[config.mk]
export PLATFORM = sky130hd
export DESIGN_NAME = tone_sequencer
export DESIGN_NICKNAME = d
export VERILOG_FILES = /design/src/rtl/tone_sequencer.sv
export SDC_FILE = /design/constraint.sdc
export NUM_CORES = 1
export LEC_CHECK = 0
export CAP_MARGIN = 10
export CORE_MARGIN = 2
export CORE_UTILIZATION = 25
export CTS_BUF_LIST = sky130_fd_sc_hd__clkbuf_8
export DETAILED_ROUTE_END_ITERATION = 10
export MAX_ROUTING_LAYER = met4
export PLACE_DENSITY = 0.54
export SLEW_MARGIN = 15
export SYNTH_ARGS = -nofsm -noshare
export SYNTH_HDL_FRONTEND = slang
export SYNTH_SLANG_ARGS = --single-unit
[constraint.sdc]
create_clock -name CLOCK -period 7.1 [get_ports CLOCK]
set_clock_uncertainty 0.05 [all_clocks]
set_input_delay 1.065 -clock CLOCK [delete_from_list [all_inputs] [get_ports CLOCK]]
set_output_delay 1.065 -clock CLOCK [all_outputs]
set_load 0.01 [all_outputs]
[src/rtl/tone_sequencer.sv]
// Melody player: walks a fixed 16-entry note ROM and drives the half-period limit
// of a downstream programmable clock divider, one note per (dur+1) time units.
module tone_sequencer #(
   parameter int unsigned CLK_HZ      = 100_000_000,
   parameter int unsigned UNIT_CYCLES = 25_000_000,
   parameter int unsigned SONG_LEN    = 16
) (
   input  logic        CLOCK,
   input  logic        RESETN,
   input  logic        start,
   input  logic        stop,
   input  logic        loop,
   output logic [31:0] m,
   output logic        tone_en,
   output logic        busy,
   output logic        done,
   output logic [3:0]  note_idx
);

   localparam int CNT_W = (UNIT_CYCLES > 1) ? $clog2(UNIT_CYCLES) : 1;
   localparam logic [CNT_W-1:0] CNT_LAST = CNT_W'(UNIT_CYCLES - 1);
   localparam logic [3:0]       IDX_LAST = 4'(SONG_LEN - 1);

   function automatic logic [31:0] calc_m(input int unsigned hz);
      return 32'((64'(CLK_HZ) / (64'd2 * 64'(hz))) - 64'd1);
   endfunction

   // Divider limits, indexed by note code; code 0 (rest) and unused codes give 0.
   localparam logic [31:0] M_TAB [0:15] = '{
      32'd0, calc_m(262), calc_m(294), calc_m(330), calc_m(349),
      calc_m(392), calc_m(440), calc_m(494), calc_m(523),
      32'd0, 32'd0, 32'd0, 32'd0, 32'd0, 32'd0, 32'd0
   };

   // Entry = {code, dur}: rising scale, falling back to C4, then a two-unit rest.
   function automatic logic [5:0] rom_entry(input logic [3:0] idx);
      if (idx <= 4'd7)
         return {idx + 4'd1, 2'd0};
      else if (idx <= 4'd14)
         return {4'd15 - idx, 2'd0};
      else
         return {4'd0, 2'd1};
   endfunction

   typedef enum logic [1:0] {IDLE, LOAD, PLAY} state_t;

   state_t           state, state_nxt;
   logic [CNT_W-1:0] unit_cnt;
   logic [2:0]       dur_left;
   logic [5:0]       rom;
   logic [3:0]       code;
   logic [1:0]       dur;
   logic             wrap, last_unit, last_note;
   logic             clr_out, fin;

   assign rom  = rom_entry(note_idx);
   assign code = rom[5:2];
   assign dur  = rom[1:0];

   always_comb begin
      state_nxt = state;
      clr_out   = 1'b0;
      fin       = 1'b0;
      busy      = (state != IDLE);
      wrap      = (unit_cnt == CNT_LAST);
      last_unit = wrap && (dur_left == 3'd1);
      last_note = (note_idx == IDX_LAST);
      case (state)
         IDLE: if (!stop && start) state_nxt = LOAD;
         LOAD: begin
            if (stop) begin
               state_nxt = IDLE;
               clr_out   = 1'b1;
            end else begin
               state_nxt = PLAY;
            end
         end
         PLAY: begin
            if (stop) begin
               state_nxt = IDLE;
               clr_out   = 1'b1;
            end else if (last_unit) begin
               if (!last_note || loop) begin
                  state_nxt = LOAD;
               end else begin
                  state_nxt = IDLE;
                  clr_out   = 1'b1;
                  fin       = 1'b1;
               end
            end
         end
         default: begin
            state_nxt = IDLE;
            clr_out   = 1'b1;
         end
      endcase
   end

   always_ff @(posedge CLOCK or negedge RESETN) begin
      if (!RESETN) state <= IDLE;
      else         state <= state_nxt;
   end

   // m/tone_en only move at the end of LOAD or on entry to IDLE, so LOAD holds the old tone.
   always_ff @(posedge CLOCK or negedge RESETN) begin
      if (!RESETN) begin
         m        <= 32'd0;
         tone_en  <= 1'b0;
         done     <= 1'b0;
         note_idx <= 4'd0;
         unit_cnt <= '0;
         dur_left <= 3'd1;
      end else begin
         done <= fin;
         if (clr_out) begin
            m       <= 32'd0;
            tone_en <= 1'b0;
         end else if (state == LOAD) begin
            m       <= M_TAB[code];
            tone_en <= (code != 4'd0);
         end
         case (state)
            IDLE: if (!stop && start) note_idx <= 4'd0;
            LOAD: begin
               dur_left <= 3'(dur) + 3'd1;
               unit_cnt <= '0;
            end
            PLAY: begin
               unit_cnt <= wrap ? '0 : unit_cnt + CNT_W'(1);
               if (wrap && dur_left != 3'd1) dur_left <= dur_left - 3'd1;
               if (state_nxt == LOAD) note_idx <= last_note ? 4'd0 : note_idx + 4'd1;
            end
            default: ;
         endcase
      end
   end

endmodule

==> results of run 1 <==
-- worst max-delay path: cells and delay by family, from the launching register on --
family | cells | cell delay [ns]
AO/OA/AOI/OAI | 4 | 0.96
adder cells (fa/ha/maj) | 1 | 0.67
buffers and inverters | 2 | 0.61
flip-flops | 1 | 0.42
AND/OR/NAND/NOR | 1 | 0.45
-- flip-flops by register name, indices dropped and copies added (netlist names) --
signal    flops
unit_cnt     25
m            17
note_idx      4
dur_left      3
state         2
done          1
tone_en       1
-- cells in the final DEF (no fill, tap or decap), types with 14 or more instances in the layout --
| cell type | instances |
|---|---|
| sky130_fd_sc_hd__a21oi_1 | 18 |
| sky130_fd_sc_hd__clkdlybuf4s50_1 | 28 |
| sky130_fd_sc_hd__conb_1 | 14 |
| sky130_fd_sc_hd__dfrtp_1 | 52 |
| sky130_fd_sc_hd__ha_1 | 14 |
| sky130_fd_sc_hd__inv_1 | 20 |
| sky130_fd_sc_hd__nand2_1 | 26 |
| sky130_fd_sc_hd__nand3_1 | 18 |
| sky130_fd_sc_hd__nor2_1 | 29 |
| sky130_fd_sc_hd__o21ai_0 | 26 |
-- cell families after synthesis --
| kind of cell | count (synthesis) |
|---|---|
| AND/OR/NAND/NOR | 126 |
| AO/OA/AOI/OAI | 95 |
| flip-flops | 53 |
| buffers and inverters | 52 |
| XOR/XNOR | 16 |
| adder cells (fa/ha/maj) | 14 |
| multiplexers | 5 |
| other | 1 |
-- per-stage QoR --
stage	setup slack, ns	instances	utilization, %	hold WS (ns)
2_1_floorplan	4.44	375	-	0.432
3_3_place_gp	3.92	545	28.6	0.425
3_5_place_dp	3.76	545	28.6	0.424
4_1_cts	3.85	553	29.5	0.452
5_1_grt	3.48	553	29.5	0.466
6_report	3.83	553	29.5	0.446
-- worst paths after layout --
check / startpoint / endpoint / slack [ns]
min in group asynchronous: RESETN / m[7] / 0.81
worst min-delay path: m[2] / m[2] / 0.45
max in group asynchronous: RESETN / unit_cnt[2] / 5.70
worst max register to register: state[0] / note_idx[3] / 3.83
worst min register to register: m[2] / m[2] / 0.45
worst max-delay path: state[0] / note_idx[3] / 3.83
-- cell type report --
| type | instances | area [µm²] | share of cell area (%) |
|---|---|---|---|
| Sequential cell | 53 | 1330 | 35.4 |
| Clock buffer | 6 | 82.6 | 2.20 |
| Tap cell | 172 | 215 | 5.74 |
| Clock inverter | 2 | 33.8 | 0.901 |
| Inverter | 20 | 75.1 | 2.00 |
| Multi-Input combinational cell | 270 | 1720 | 46.0 |
| Timing Repair Buffer | 30 | 293 | 7.81 |
-- cell usage after synthesis (all sizes together) (2+ instances only) --
library cell | number | area, µm²
and2 | 9 | 58.8
a211o | 2 | 17.5
a21oi | 19 | 106
o21ai | 29 | 149
dfrtp | 52 | 1300
o31ai | 5 | 37.5
ha | 14 | 175
nand2 | 26 | 97.6
and3 | 6 | 37.5
inv | 19 | 71.3
o22ai | 2 | 12.5
nor2b | 3 | 18.8
nor3b | 2 | 15.0
nand4 | 7 | 43.8
nor2 | 29 | 109
nor4b | 2 | 17.5
or4 | 2 | 15.0
clkbuf | 12 | 45.0
o41ai | 3 | 26.3
nor4 | 4 | 40.0
xnor2 | 5 | 43.8
nand3 | 20 | 110
o211ai | 2 | 15.0
a21o | 2 | 15.0
o2bb2ai | 11 | 96.3
o21a | 2 | 15.0
a211oi | 8 | 60.1
mux2 | 2 | 26.3
or3 | 7 | 43.8
mux2i | 3 | 30.0
nor3 | 4 | 20.0
nand2b | 2 | 12.5
a21boi | 3 | 22.5
buf | 20 | 149
xor2 | 11 | 96.3
-- per-layer routing --
layer / track usage, % / routed length (µm) / up-vias
li1: - / - / 1294
met1: 14.1 / 3510 / 1233
met2: 17.2 / 3430 / 77
met3: 2.12 / 309 / 15
met4: 2.46 / 110 / 0
met5: - / 0 / -
-- power by group --
part | total (W) | switching (W) | internal (W) | leakage [nW]
Sequential | 0.000398 | 0.0000392 | 0.000359 | 0.715
Combinational | 0.000511 | 0.000293 | 0.000218 | 0.782
Clock | 0.000217 | 0.000104 | 0.000114 | 0.0626
==> impl.org, run 1 <==
** Status
- The flow ran to the end, and the final reports show no timing, DRC or antenna violations.

** Clock network
- CTS saw 53 sinks.
- Buffers from clock root to sink, at most :: 2
- TritonCTS clock tree :: built
- Number of buffers inserted during clock tree synthesis :: 5
- The number of setup buffers added after CTS is 0.
- Source-to-sink clock delay at the later pin of the worst-skew pair :: just over 0.3 ns
- Post-cts sizing count :: 0
- In this run the number of H-tree levels came out at 2.
- Clock transition at the registers of the reported paths :: about 0.10 ns
- # hold bufs at CTS :: 0
- Clock root buffer master :: sky130_fd_sc_hd__clkbuf_8

** Power
- Overall power consumption after layout is estimated at around 0.0011 W.
- Static power due to leakage :: 1.56 nW
- Dividing total power by cell area gives a power density of about 300 nW/µm².
- The worst-case IR drop observed on VDD is roughly 100 µV.

** Global routing
- GRT Util Overall :: a little over a tenth
- Entering global routing, the biggest net connects between 50 and 60 pins.
- The number of global-route vias before repair came to approximately 2500.
- After global routing the overflow that remains totals 0.
- Initial antenna violation count :: 0
- The first global-routing pass estimated 12200 µm of wire.

** Timing
- Accumulated negative setup slack :: 0 ns
- Measured against its own limit, the worst slew margin works out to ~36%.
- The max-slew violation count was 0.
- Setup violations remaining at the end of the flow were counted as 0.
- Subtracting the final worst setup slack from the clock period gives about 3.3 ns.
- Setup repair after global routing left no endpoint under its margin.
- Final Hold Violating Endpoints :: 0
- Worst slew pin tran :: 0.945 ns
- Final cycle utilization of the critical path :: 46.0%
- Max frequency :: 306 MHz

** Routing
- After detailed routing, the average wire length per cell comes to about 13 µm.
- Overall routed net length :: approximately 7400 µm
- Number of nets still failing antenna checks after routing :: 0
- Average via count per standard cell :: 4.74
- Residual DRC count :: 0
- Drt initial violations :: between 150 and 200
- Before antenna repair, the detailed router went through 4 iterations.
- Across all layers, the routed design uses ~2600 vias.

** Floorplanning
- Once the floorplan was initialized, standard cells occupied roughly 26% of the core.
- The floorplan step defined a core boundary enclosing roughly 13000 µm².
- The die covers 14000 µm².
- 44 I/O pins were placed.
- In this run the core area contains between 40 and 50 standard-cell rows.
- The die is 118 µm tall.
- The die is approximately 120 µm wide.

** Worst hold path
- Class of the tightest hold or removal check :: reg2reg
- Hold path cells :: 1

** Place
- Gp weighted congestion :: 0.808
- Count of input and output buffers :: 29
- Half-perimeter wire length after placement :: about 5300 µm
- Placed Instance Area :: ~3600 µm²

** Yosys
- After synthesis, the largest family of logic cells by area is simple AND/OR/NAND/NOR gates.
- During synthesis, Yosys emitted a total of 0 warnings.
- Counting flops with an async set or reset pin after synthesis yields a share of 100%.
- Yosys mapped the design onto 58 distinct sky130hd cell types.
- Number of synthesized flops with an enable pin :: 0
- Of the total synthesized cell area, the portion taken by XOR and XNOR cells is ~4.3%.
- The mapped netlist covers 3270 µm².
- Simple-gate share of the synthesized area :: roughly a fifth
- Mux share of post-synthesis cell area :: 1.72%
- Gate count after technology mapping :: about 360
- Among all flip-flop cells after synthesis, the most frequent one is sky130_fd_sc_hd__dfrtp_1.
- Portion of the post-synthesis area used by sequential elements :: 40.6%
- The synthesized netlist devotes ~19% of its cell area to compound gates.
- Adder and majority cell fraction of the synthesized area :: 5.35%
- Post-synthesis average cell area :: roughly 9.0 µm²
- Synthesis inferred between 50 and 60 register bits.

** Critical path
- Data arrival time at the worst-slack endpoint :: 3.41 ns
- STA classifies the critical path endpoint as a flip-flop.
- STA puts the critical path data required time at 7.25 ns.
- Measured in cells, the most critical reg-to-reg path has a length of 8.
- The setup path with the least slack is of type reg2reg.
- Crit Path Max Fanout :: 22
- The largest individual stage delay along the critical path comes from the cell sky130_fd_sc_hd__ha_1.
- The worst setup path is launched from a flip-flop.
- Critical Path, Cell by Cell :: inv_1 -> ha_1 -> clkinv_1 -> or3_1 -> o221a_2 -> o21ai_1 -> o41ai_1 -> a221o_1
- Delay of the slowest critical-path stage :: 0.67 ns

** Final layout
- Area Overhead vs Synth :: 14.6%
- Share of final-layout standard cells stronger than drive strength 1 :: ~5.2%
- The repair_antennas step left the layout with diodes totalling 0.
- Counting the fill cells in the layout gives around 1400.
- For this run, the post-layout net count is about 400.
- Final non-filler cell area :: between 3000 and 4000 µm²

** Run
- Across the run, the number of max-cap violations was 0.
(Power assumes the default switching activity.)
==> run 2: changes to the inputs <==
--- a/config.mk
+++ b/config.mk
@@ -11,7 +11,7 @@
 export CTS_BUF_LIST = sky130_fd_sc_hd__clkbuf_8
 export DETAILED_ROUTE_END_ITERATION = 10
 export MAX_ROUTING_LAYER = met4
-export PLACE_DENSITY = 0.54
+export PLACE_DENSITY = 0.55
 export SLEW_MARGIN = 15
 export SYNTH_ARGS = -nofsm -noshare
 export SYNTH_HDL_FRONTEND = slang
==> constraint.sdc (replaced) <==
create_clock -name CLOCK -period 3 [get_ports CLOCK]
set_clock_uncertainty 0.05 [all_clocks]
set_input_delay 0.45 -clock CLOCK [delete_from_list [all_inputs] [get_ports CLOCK]]
set_output_delay 0.45 -clock CLOCK [all_outputs]
set_load 0.01 [all_outputs]
==> run 2 against run 1 <==
Design area up 2.2%. Sequential power is 130% higher. Clock power rose to 2.7 times the previous value. First-iteration DRC count increased by 6.7%. Non-clock buffer count up 8.
==> impl.org, run 2 (synthesized netlist as in run 1, its figures left out) <==
** Worst hold path
- Class of the tightest hold or removal check :: in2async

** Final layout
- Inserted Diodes :: 0
- The register with the most flip-flops in the layout has 25 of them.
- The register with the most flip-flops in the final layout is unit_cnt.
- Compared with the post-synthesis result, the final layout area differs by 17.1%.
- Cells with a size suffix above 1 make up 7.46% of the layout.
- Commonest cells after routing, fill and taps aside :: sky130_fd_sc_hd__dfrtp_1, sky130_fd_sc_hd__nor2_1, sky130_fd_sc_hd__clkdlybuf4s50_1
- The net count of the finished layout is just over 400.
- Biggest regs :: unit_cnt (25), m (17), note_idx (4)
- Leaving out fill and tap cells, the most frequent cell in the layout is sky130_fd_sc_hd__dfrtp_1.

** Global routing
- For this run the aggregate overflow at the end of global routing stands at 0.
- In the global route stage, met1 resource usage came out at 14.8%.
- The number of antenna violations at the first check in global routing is 0.
- Met2 track demand over resource :: between 10% and 20%
- Largest net degree at the start of global routing :: 54
- Vias in the first global route :: about 2600
- Global routing used between 10 and 15% of the available tracks across all layers.
- Met3 track demand over resource :: ~2.2%
- In this run the most used layer during global routing was met2.
- Wire length of the first global-routing pass :: 12800 µm

** Critical path
- Delay of the slowest critical-path stage :: 0.56 ns
- Cell family with most CP delay :: compound AO/OA/AOI/OAI gates
- R2R Path End :: note_idx[3]
- Slowest-stage cell, CP :: sky130_fd_sc_hd__or4_1
- Data arrival time at the worst-slack endpoint :: roughly 2.8 ns
- The signal on the critical path passes through ha_1 -> nand3_1 -> or4_1 -> o221a_2 -> o21ai_1 -> o41ai_1 -> a221o_1.
- Crit Path Max Fanout :: 8
- The critical path contains buffers and inverters numbering 0 combined.
- WP data required :: around 3.2 ns
- Type of destination of the critical path :: flip-flop
- Reg-to-Reg Start :: unit_cnt[0]
- Critical Path End :: note_idx[3]
- The worst register-to-register path has a depth of 7.
- In this run the number of cells on the critical path is 7.
- Launching instance or port of the critical path :: unit_cnt[0]
- The worst register-to-register path has a setup slack of between 0.3 and 0.4 ns.
- Critical path startpoint category :: flip-flop
- The worst setup path is of the reg2reg kind.

** Power
- VDD sags by at most ~290 µV.
- The analysis attributes to net switching a power of roughly 0.0011 W.
- Dividing total power by cell area gives a power density of around 730 nW/µm².
- Total internal power :: 0.00174 W
- In this run, the combinational gates consume 45.6% of the power.
- For this design the static power due to leakage is 1.61 nW.
- Switching portion of total power :: between 30% and 40%
- Sequential power share :: about a third
- The clock network burns 21.0% of the power.

** Clock network
- Post-cts sizing count :: 0
- Buffers from clock root to sink, at most :: 2
- Source-to-sink clock delay at the later pin of the worst-skew pair :: around 0.31 ns
- Clock transition at the registers of the reported paths :: between 0.1 and 0.15 ns
- Clock root buffer master :: sky130_fd_sc_hd__clkbuf_8
- TritonCTS clock tree :: built
- Post-CTS setup-driven buffer insertion count :: 0
- For this design, the CTS-stage hold fixing added 0 buffers.
- The number of clock buffers added by TritonCTS is 5.
- For this design, the sink count on the clock tree is 53.
- Maximum level of the CTS H-tree :: 2

** Floorplanning
- In this run the core area contains 41 standard-cell rows.
- Initial core utilization :: approximately 26%
- The floorplan step set the die width to roughly 120 µm.
- The floorplan step defined a core boundary enclosing 12700 µm².
- The die covers around 14000 µm².
- The floorplan step set the die height to ~120 µm.
- 44 I/O pins were placed.

** Routing
- Residual DRC count :: 0
- Once detail routing completed, the nets flagged for antenna violations numbered 0.
- Average via count per standard cell :: around 4.8
- WL per Instance :: approximately 13 µm
- Overall routed net length :: between 7000 and 8000 µm
- In this run, the number of DRC markers left after iteration 0 of detailed routing was 174.
- Detailed-router iteration count before antenna repair :: 4
- Vias after detailed routing :: 2675

** Timing
- For the finished layout, the period the worst path requires is 2.69 ns.
- Worst slew pin tran :: approximately 0.7 ns
- Adding up every negative setup slack in the final design gives 0 ns.
- Setup repair after global routing missed its margin :: false
- The number of endpoints with negative hold slack in the final report is 0.
- The max-slew violation count came to 0.
- Final cycle utilization of the critical path :: between 80% and 90%
- Final setup violation count :: 0
- Final hold analysis gives a worst-case slack of roughly 0.20 ns.
- The worst pin sits at a relative slew slack of between 50% and 60%.
- Based on the critical path, the design can be clocked at up to ~370 MHz.

** Place
- The congestion estimate from routability-driven global placement came to between 0.8 and 0.9.
- Summed over all nets, the half-perimeter wirelength after detailed placement is around 5500 µm.
- During placement, the flow inserted port buffers numbering 29.

** Run
- Number of maximum-capacitance violations :: 0

** Status
- The flow ran to the end, and the final reports show no timing, DRC or antenna violations.
[run 2: cell types whose count changed in the layout (fill, tap and decap cells not counted)]
cell                        before  now
sky130_fd_sc_hd__buf_4           1    9
sky130_fd_sc_hd__bufinv_16       1    2
sky130_fd_sc_hd__clkbuf_8        6    5
sky130_fd_sc_hd__inv_1          20   19
sky130_fd_sc_hd__inv_6           0    1
[run 2: layout make-up]
cell class,count,area [µm²]
inverters,20,75.1
multi-input cells,270,1720
fillers,1364,8890
clock inverters,3,68.8
repair buffers,38,353
well taps,172,215
clock buffers,5,68.8
flip-flops and latches,53,1330
[run 2: how the worst min path moves through the flow]
stage	endpoint	depth (start not counted)	startpoint	slack [ns]
2_1_floorplan	done	0	RESETN	0.10
3_3_place_gp	m[11]	1	m[11]	0.42
3_5_place_dp	m[17]	1	m[17]	0.42
4_1_cts	unit_cnt[1]	2	RESETN	0.23
5_1_grt	m[7]	2	RESETN	0.28
6_report	note_idx[2]	2	RESETN	0.20
[run 2: routing by layer]
layer | vias to the layer above | routed length (µm)
met2 | 73 | 3440
met1 | 1286 | 3550
met4 | 0 | 93
met3 | 9 | 401
met5 | - | 0
li1 | 1307 | -
[run 2: power by group through the flow]
stage	sequential, W	combinational, W	clock [W]
after global placement	0.000945	0.00125	0
final	0.000932	0.00127	0.000587
after floorplan	0.000981	0.000804	0
after CTS	0.000934	0.00128	0.000614
after detailed placement	0.000947	0.00128	0
after global routing	0.000951	0.00141	0.000640
[run 2: through the flow]
step	cells	setup WS (ns)	utilization (%)	power (W)	instance area, µm²
floorplan	375	0.563	-	0.00179	3320
global placement	553	0.440	29.0	0.00220	3690
detailed placement	553	0.361	29.0	0.00222	3690
CTS	561	0.343	30.1	0.00283	3830
global route	561	0.0587	30.1	0.00300	3830
finish	561	0.313	30.1	0.00279	3830
==> run 3: changes to the inputs <==
--- a/config.mk
+++ b/config.mk
@@ -6,7 +6,6 @@
 export NUM_CORES = 1
 export LEC_CHECK = 0
 export CAP_MARGIN = 10
-export CORE_MARGIN = 2
 export CORE_UTILIZATION = 25
 export CTS_BUF_LIST = sky130_fd_sc_hd__clkbuf_8
 export DETAILED_ROUTE_END_ITERATION = 10
==> run 3 against run 2 <==
Combinational power is essentially flat. Register-to-register slack gained 0.07 ns. Non-clock buffer count fell by 1. Hold slack lost 0.018 ns. Highest routed layer unchanged. Sequential share of layout area grew 0.57 points. Worst setup slack better by 0.069 ns. Cell count fell by 0.18%. Global-route usage up 0.71 points. Total power down 6.7%. Design area shrank 1.6%. Utilization decreased by 0.37 points.
==> impl.org, run 3 (synthesized netlist as in run 1, its figures left out) <==
** Critical path
- STA classifies the critical path endpoint as a flip-flop.
- Together, buffers and inverters on the worst path number 0.
- Depth of the worst register-to-register path :: 7
- STA puts the critical path data arrival time at ~2.8 ns.
- In this run the critical register-to-register path is captured at m[4].
- Critical Path, Cell by Cell :: ha_1 -> nand3_1 -> or4_1 -> nor4_4 -> o21ai_2 -> and2_4 -> mux2_4
- On the worst path, the slowest cell contributes a delay of 0.57 ns.
- WP data required :: between 3 and 4 ns
- For this design, the slowest cell found on the critical path is sky130_fd_sc_hd__or4_1.
- By startpoint and endpoint, the worst setup path is classified as reg2reg.
- Reg-to-Reg Start :: unit_cnt[0]
- In this run the worst path has a maximum fanout of 18.
- Cell family with most CP delay :: simple AND/OR/NAND/NOR gates
- Reg2reg setup slack :: ~0.38 ns
- The worst setup path is launched from a flip-flop.

** Final layout
- Commonest cells after routing, fill and taps aside :: sky130_fd_sc_hd__dfrtp_1, sky130_fd_sc_hd__nor2_1, sky130_fd_sc_hd__clkdlybuf4s50_1
- The finished layout holds 560 standard cells, fillers aside.
- Register with the most flip-flops :: unit_cnt
- Flip-flop count of the largest register, all copies and words added :: 25
- Net count of the finished layout :: approximately 400
- The largest registers in the layout are unit_cnt (25), m (17), note_idx (4).
- Core Util, Final :: between 20 and 30%
- Area of the multi-input gates :: ~1700 µm²
- Summing all flip-flop and latch instances after layout gives ~1300 µm².
- Layout filler cell count :: between 1000 and 1500
- 0 antenna diodes ended up in the layout.
- Area Overhead vs Synth :: 15.2%
- In the final layout, the share of cells above drive strength 1 is between 6 and 7%.
- Most common library cell in the layout ignoring fill and taps :: sky130_fd_sc_hd__dfrtp_1

** Worst hold path
- Class of the tightest hold or removal check :: in2async

** Floorplanning
- Number of primary I/O pins :: 44
- Die area :: approximately 14000 µm²
- Chip Width :: between 100 and 150 µm
- After floorplanning, the core was sized to cover ~13000 µm².
- The initial utilization of the core area, before any placement, comes to approximately a quarter.
- In this run the core area contains 41 standard-cell rows.
- The die is about 120 µm tall.

** Routing
- In this run the remaining antenna-violating nets after routing total 0.
- The first routing iteration left about 150 violations.
- Vias after detailed routing :: about 2700
- Overall routed net length :: 7440 µm
- For this run, design rule violations remaining after detail routing come to 0.
- Detailed-router iteration count before antenna repair :: 5
- In the routed layout, each cell is associated on average with a via count of roughly 4.8.
- After detailed routing, the average wire length per cell comes to around 13 µm.

** Clock network
- Clock root buffer master :: sky130_fd_sc_hd__clkbuf_8
- Clock transition at the registers of the reported paths :: roughly 0.1 ns
- CTS built an H-tree with a depth of 2.
- Counting along the longest clock path gives a buffer depth of 2.
- At the later pin of the worst-skew pair, clock insertion delay measures a little over 0.3 ns.
- Number of buffers inserted during clock tree synthesis :: 5
- Clock tree synthesis found a total of 53 sinks.
- After clock tree synthesis, the setup repair step added 0 buffers.
- In this run, post-CTS hold repair placed 0 buffers.
- Post-cts sizing count :: 0
- TritonCTS built the clock tree.

** Timing
- Accumulated negative setup slack :: 0 ns
- Headroom to the max-slew limit came out at 53.5%.
- Derived from the worst setup path, the maximum achievable clock frequency is approximately 380 MHz.
- The worst path needs about 2.6 ns of the cycle, external delays included.
- Final count of pins violating max slew :: 0
- Final cycle utilization of the critical path :: roughly 87%
- For the pin with the worst max-slew slack, the measured transition is roughly 0.7 ns.
- Final setup violation count :: 0
- Final Hold Violating Endpoints :: 0
- Setup repair after global routing left no endpoint under its margin.

** Status
- Status :: finished, final reports clean

** Power
- Summed over all nets, the switching power comes to around 0.0010 W.
- IR analysis of the VDD net gives a maximum drop of between 200 and 250 µV.
- The clock network accounts for 15.6% of the total power.
- Of the total power, the share spent switching nets is 40.1%.
- Fraction of power consumed by combinational cells :: ~50%
- In this run, flip-flops and latches consume between 30% and 40% of the power.
- Static power due to leakage :: between 1.5 and 2 nW
- Total internal power :: about 0.0016 W
- Power Density :: 691 nW/µm²

** Global routing
- Global routing used around an eighth of the available tracks across all layers.
- The number of global-route vias before repair was 2585.
- Largest net degree at the start of global routing :: 54
- Wire length of the first global-routing pass :: ~12000 µm
- Initial antenna violation count :: 0
- Overflow after GRT :: 0

** Place
- Including well taps, the total number of placed cells is around 550.
- Half-perimeter wire length after placement :: 5410 µm
- Count of input and output buffers :: 29
- Routability-driven placement finished with a final weighted congestion of about 0.84.

** Run
- Number of maximum-capacitance violations :: 0
run 3: changes by cell type in the layout (fill, tap and decap cells not counted):
cell / delta
sky130_fd_sc_hd__inv_6: -1
sky130_fd_sc_hd__clkinv_2: +2
sky130_fd_sc_hd__inv_1: +1
sky130_fd_sc_hd__buf_4: -1
sky130_fd_sc_hd__bufinv_16: -2
run 3: power by group through the flow:
stage | Clock [W] | Combinational, W | Sequential, W
after floorplan | 0 | 0.000804 | 0.000981
after global placement | 0 | 0.00126 | 0.000947
after detailed placement | 0 | 0.00127 | 0.000948
after CTS | 0.000431 | 0.00128 | 0.000935
after global routing | 0.000451 | 0.00142 | 0.000950
final | 0.000405 | 0.00127 | 0.000932
run 3: routing by layer:
metal	wire (µm)	up-vias	track usage [%]
met1	3560	1314	15.6
met2	3530	60	18.9
met4	48	0	3.25
li1	-	1304	-
met3	306	6	2.34
met5	0	-	-
run 3: final cells by class:
class	instances	share of cell area, %
multi-input combinational	270	45.7
sequential	53	35.2
timing repair buffer	37	9.16
tap	172	5.71
inverter	20	1.99
clock buffer	5	1.83
clock inverter	3	0.365
run 3: through the flow:
step / setup WS [ns] / power [W] / cell area [µm²] / hold slack (ns)
2_1_floorplan: 0.563 / 0.00179 / 3320 / 0.104
3_3_place_gp: 0.448 / 0.00221 / 3690 / 0.422
3_5_place_dp: 0.384 / 0.00222 / 3690 / 0.425
4_1_cts: 0.365 / 0.00264 / 3770 / 0.227
5_1_grt: 0.173 / 0.00282 / 3770 / 0.253
6_report: 0.383 / 0.00261 / 3770 / 0.186
run 3: worst max path at each step:
stage	slack [ns]	endpoint	cells past startpoint	from
6_report	0.38	m[4]	7	unit_cnt[0]
4_1_cts	0.37	m[4]	7	unit_cnt[0]
5_1_grt	0.17	m[4]	7	dur_left[0]
2_1_floorplan	0.56	m[4]	9	unit_cnt[0]
3_3_place_gp	0.45	m[4]	7	unit_cnt[0]
3_5_place_dp	0.38	m[4]	7	unit_cnt[0]
